==> src/rtl/rd_select_multi.sv <==
// Multi-lane 8b/10b running-disparity selector with a valid/ready output stage,
// RD preload, disparity-violation detection and PMA enable sequencing.
module rd_select_multi #(
   parameter int SYMS    = 2,
   parameter bit INIT_RD = 1'b0,
   parameter int ERR_W   = 8
) (
   input  logic                 Bit_Rate_10,
   input  logic                 Rst,
   input  logic                 enable,
   input  logic                 in_valid,
   output logic                 in_ready,
   input  logic [10*SYMS-1:0]   data_neg,
   input  logic [10*SYMS-1:0]   data_pos,
   input  logic                 rd_load,
   input  logic                 rd_val,
   input  logic                 out_ready,
   output logic [10*SYMS-1:0]   Data_10,
   output logic                 out_valid,
   output logic                 enable_PMA,
   output logic                 rd_state,
   output logic                 disp_err,
   output logic [ERR_W-1:0]     err_cnt,
   output logic [1:0]           state_dbg
);

   // Handshake: a word moves when the sender holds in_valid and in_ready is high
   // in the same cycle; the output word is taken when out_valid & out_ready.
   typedef enum logic [1:0] {
      ST_OFF   = 2'd0,
      ST_RUN   = 2'd1,
      ST_DRAIN = 2'd2
   } state_t;

   state_t              state_q, state_d;
   logic [10*SYMS-1:0]  data_q, data_d;
   logic                out_valid_q, out_valid_d;
   logic                disp_err_q, disp_err_d;
   logic [ERR_W-1:0]    err_cnt_q, err_cnt_d;
   logic                rd_q, rd_d;

   logic [SYMS:0]       rd_chain;
   logic [SYMS-1:0]     lane_viol;
   logic [10*SYMS-1:0]  sel_word;
   logic [3:0]          ones;
   logic                accept;

   // Each lane's RD comes from the previous lane's chosen symbol weight.
   always_comb begin
      rd_chain    = '0;
      lane_viol   = '0;
      sel_word    = '0;
      ones        = '0;
      rd_chain[0] = rd_q;
      for (int i = 0; i < SYMS; i++) begin
         sel_word[i*10 +: 10] = rd_chain[i] ? data_pos[i*10 +: 10] : data_neg[i*10 +: 10];
         ones = '0;
         for (int b = 0; b < 10; b++) begin
            ones = ones + {3'b000, sel_word[i*10 + b]};
         end
         lane_viol[i]  = !((ones == 4'd5) ||
                           (ones == 4'd6 && !rd_chain[i]) ||
                           (ones == 4'd4 &&  rd_chain[i]));
         rd_chain[i+1] = (ones == 4'd5) ? rd_chain[i] : (ones > 4'd5);
      end
   end

   assign in_ready = enable & ~rd_load & (~out_valid_q | out_ready);
   assign accept   = in_valid & in_ready;

   always_comb begin
      data_d      = data_q;
      out_valid_d = out_valid_q;
      disp_err_d  = 1'b0;
      err_cnt_d   = err_cnt_q;
      rd_d        = rd_q;
      if (accept) begin
         data_d      = sel_word;
         out_valid_d = 1'b1;
         disp_err_d  = |lane_viol;
         rd_d        = rd_chain[SYMS];
         if (|lane_viol && err_cnt_q != '1) begin
            err_cnt_d = err_cnt_q + ERR_W'(1);
         end
      end else if (out_ready) begin
         out_valid_d = 1'b0;
      end
      // rd_load forces in_ready low, so it never collides with an accept.
      if (rd_load) begin
         rd_d = rd_val;
      end
   end

   always_comb begin
      state_d = state_q;
      case (state_q)
         ST_OFF:   if (accept) state_d = ST_RUN;
         ST_RUN:   if (!enable) state_d = ST_DRAIN;
         ST_DRAIN: begin
            if (enable)            state_d = ST_RUN;
            else if (!out_valid_q) state_d = ST_OFF;
         end
         default:  state_d = ST_OFF;
      endcase
   end

   always_ff @(posedge Bit_Rate_10 or negedge Rst) begin
      if (!Rst) begin
         state_q     <= ST_OFF;
         data_q      <= '0;
         out_valid_q <= 1'b0;
         disp_err_q  <= 1'b0;
         err_cnt_q   <= '0;
         rd_q        <= INIT_RD;
      end else begin
         state_q     <= state_d;
         data_q      <= data_d;
         out_valid_q <= out_valid_d;
         disp_err_q  <= disp_err_d;
         err_cnt_q   <= err_cnt_d;
         rd_q        <= rd_d;
      end
   end

   assign Data_10    = data_q;
   assign out_valid  = out_valid_q;
   assign enable_PMA = (state_q != ST_OFF);
   assign rd_state   = rd_q;
   assign disp_err   = disp_err_q;
   assign err_cnt    = err_cnt_q;
   assign state_dbg  = state_q;

endmodule

==> config.mk <==
export PLATFORM = sky130hd
export DESIGN_NAME = rd_select_multi
export DESIGN_NICKNAME = d
export VERILOG_FILES = /design/src/rtl/rd_select_multi.sv
export SDC_FILE = /design/constraint.sdc
export NUM_CORES = 1
export LEC_CHECK = 0
export CORE_ASPECT_RATIO = 0.5
export CORE_MARGIN = 1.5
export CORE_UTILIZATION = 30
export DETAILED_ROUTE_END_ITERATION = 8
export GPL_ROUTABILITY_DRIVEN = 0
export PLACE_DENSITY_LB_ADDON = 0.3
export SLEW_MARGIN = 10
export SYNTH_ARGS = -nofsm -noshare
export SYNTH_HDL_FRONTEND = slang
export SYNTH_SLANG_ARGS = --single-unit
==> constraint.sdc <==
create_clock -name Bit_Rate_10 -period 23.9 [get_ports Bit_Rate_10]
set_input_delay 3.585 -clock Bit_Rate_10 [delete_from_list [all_inputs] [get_ports Bit_Rate_10]]
set_output_delay 3.585 -clock Bit_Rate_10 [all_outputs]
set_load 0.02 [all_outputs]
==> results.yml <==
placement:
  dp_hpwl_um: 3940
  io_buffer_count: 81
  pre_cts_slack_ns: 12.07
  dp_cells: 351
clock_network:
  cts_made_buffers: 5
  cts_resized: 0
  cts.sinks: 33
  cts_tree: "yes"
  clkTransAtPathRegs_ns: 0.05
  post-cts-setup-buffer-count: 0
  cts-root-buf: "clkbuf_16"
  clk_latency_ns: 0.28
  cts_buffer_depth: 2
  postCtsHoldBufs: 0
  htreeDepth: 2
timing:
  worst_hold_slack_ns: 0.479
  slew_violations: 0
  fin_skew_ns: 0.00343
  max_slew_margin: 0.487
  tightest_slew_ns: 0.748
  fmax_ghz: 0.0891
  fin_crit_sh: 0.470
  setup_tns_ns: 0
  hold_violations: 0
  worst_slack_ns: 12.68
  rsz0062_at_grt: "no"
  final.min_clock_period_ns: 11.22
  setup_viol: 0
floorplanning:
  io_pins: 82
  die_h_um: 61.3
  die_w_um: 120
  die_area_um2: 7330
  initial_core_util: 0.323
  coreArea_um2: 6310
  core.rowCount: 20
global_routing:
  grtUsageTotal: 0.152
  grt_pass1_wl_um: 8400
  grt_max_degree: 41
  overflow: 0
  grt_antenna_before_repair: 0
  grt_pass1_vias: 1667
yosys:
  yosysTopAreaCellShare: 0.405
  ys_seq_area_frac: 0.405
  yosys-top-cells-area: "dfrtp_1 40%, fa_1 12%, mux2i_1 7.4%, mux2_2 5.0%, nand2_1 3.5%"
  syn-num-nets: 251
  synth_edf_count: 0
  synth_warnings: 0
  async_flop_share: 1.00
  synth_ff_type: "dfrtp_1"
  ys_ff_latch: 33
  synth_area_per_cell_um2: 10.9
  synth.cell_area_um2: 2040
  synthDistinctLibCells: 36
  synth_cells: 187
  yosysTopAreaCell: "dfrtp_1"
layout:
  drive_gt1_frac: 0.0996
  fillCellCount: 572
  multi_input_area_um2: 1130
  register_area_um2: 826
  final_cells: 359
  layout.nets: 334
  diodes: 0
  final_common_cell: "clkdlybuf4s50_1"
  final_cell_mix: "80 x clkdlybuf4s50_1, 33 x dfrtp_1, 19 x nand2_1, 17 x inv_1, 15 x mux2i_1"
  syn_to_final_growth_pct: 52.1
detailed_routing:
  dr_total_vias: 1639
  drc: 0
  routed_via_density: 4.57
  drt_iter0_drc: 38
  wl_per_cell_um: 13.9
  routed_wl_um: 4990
  ant_nets: 0
  dr.pass1.iters: 4
critical_path:
  slowest_delay_ns: 0.58
  slowest_stage: "a2bb2oi_2"
  r2r_setup_slack_ns: 15.57
  crit_fanout: 11
  critPathCapture: "err_cnt[6]$_DFFE_PN0P_"
  cp_top_family: "adder cells"
  critPathLaunchType: "primary input"
  cp-startpoint: "data_pos[0]"
  end_kind: "flip-flop"
  path_buf_inv: 7
  r2r_end: "err_cnt[6]$_DFFE_PN0P_"
  r2r_cells: 24
  cp_common_cell: "fa_1"
  r2r_start: "rd_state$_DFFE_PN0P_"
  worstPathArrival_ns: 11.38
  required_ns: 24.06
  worstSetupPathType: "in -> reg"
  path_depth: 25
run:
  max_cap_viol_count: 0
hold_path:
  hold_path_class: "reg -> reg"
run_status:
  status: "completed"
## stage by stage
step | util | instance area, um^2
final | 0.492 | 3100
after CTS | 0.491 | 3100
after floorplan | - | 2040
after detailed placement | 0.466 | 2940
after global placement | 0.466 | 2940
after global routing | 0.492 | 3100
## synthesized netlist by cell type, types with 2 or more instances
master    count
xor2_1        6
nand3_1       6
a211oi_1      4
a21oi_2       2
and3_1        2
mux2_2        9
clkbuf_1      3
buf_1         2
mux2_1        5
fa_1         12
ha_1          5
nor2_1        4
dfrtp_1      33
o21ai_0      14
nand4_1       2
nand2b_1      3
inv_1        17
nor2b_1       2
mux2i_1      15
xnor2_1       2
a21oi_1       5
or2_2         2
nand2_1      19
## worst min path at each step
stage / start / to / slack, ns / cells past startpoint
floorplan: Data_10[11]$_DFFE_PN0P_ / Data_10[11]$_DFFE_PN0P_ / 0.59 / 2
global placement: Data_10[14]$_DFFE_PN0P_ / Data_10[14]$_DFFE_PN0P_ / 0.46 / 2
detailed placement: Data_10[3]$_DFFE_PN0P_ / Data_10[3]$_DFFE_PN0P_ / 0.47 / 2
CTS: Data_10[3]$_DFFE_PN0P_ / Data_10[3]$_DFFE_PN0P_ / 0.48 / 2
global route: Data_10[5]$_DFFE_PN0P_ / Data_10[5]$_DFFE_PN0P_ / 0.51 / 2
finish: Data_10[3]$_DFFE_PN0P_ / Data_10[3]$_DFFE_PN0P_ / 0.48 / 2
## worst min-delay path, cell delays in order, from the launching register on
cell and delay, ns:
dfrtp_1 0.34, nand2_1 0.05, o21ai_0 0.06
## state kept, by name, indices dropped and copies added, names as in the netlist
| register | count |
|---|---|
| Data_10 | 20 |
| state_dbg | 2 |
| disp_err | 1 |
| rd_state | 1 |
| err_cnt | 8 |
| out_valid | 1 |
## per-layer routing
layer / vias up / wire length, um / track usage / share of wire
met3: 7 / 235 / 0.0500 / 0.047
met2: 35 / 2440 / 0.256 / 0.49
met4: 0 / 67 / 0.0459 / 0.013
met5: - / 0 / 0 / 0
met1: 789 / 2250 / 0.192 / 0.45
li1: 808 / - / - / -
## final cells by class
| cell class | instances | area share |
|---|---|---|
| Tap cell | 88 | 0.0355 |
| Timing Repair Buffer | 82 | 0.262 |
| Multi-Input combinational cell | 131 | 0.365 |
| Clock buffer | 7 | 0.0492 |
| Inverter | 17 | 0.0206 |
| Sequential cell | 33 | 0.266 |
| Clock inverter | 1 | 0.00161 |
## logic make-up (layout without fill, tap and decap cells)
family	after synthesis	count (layout)	synth area share
DFF	33	33	0.405
AOI/OAI and AO/OA	33	33	0.111
and+or+nand+nor	44	44	0.107
muxes	29	29	0.151
adders and majority gates	17	17	0.148
buffers and inverters	23	107	0.0429
xor gates and xnor gates	8	8	0.0344
Power is not shown: default switching activity piles up to over one toggle a cycle in this logic, so the estimate is an artifact.
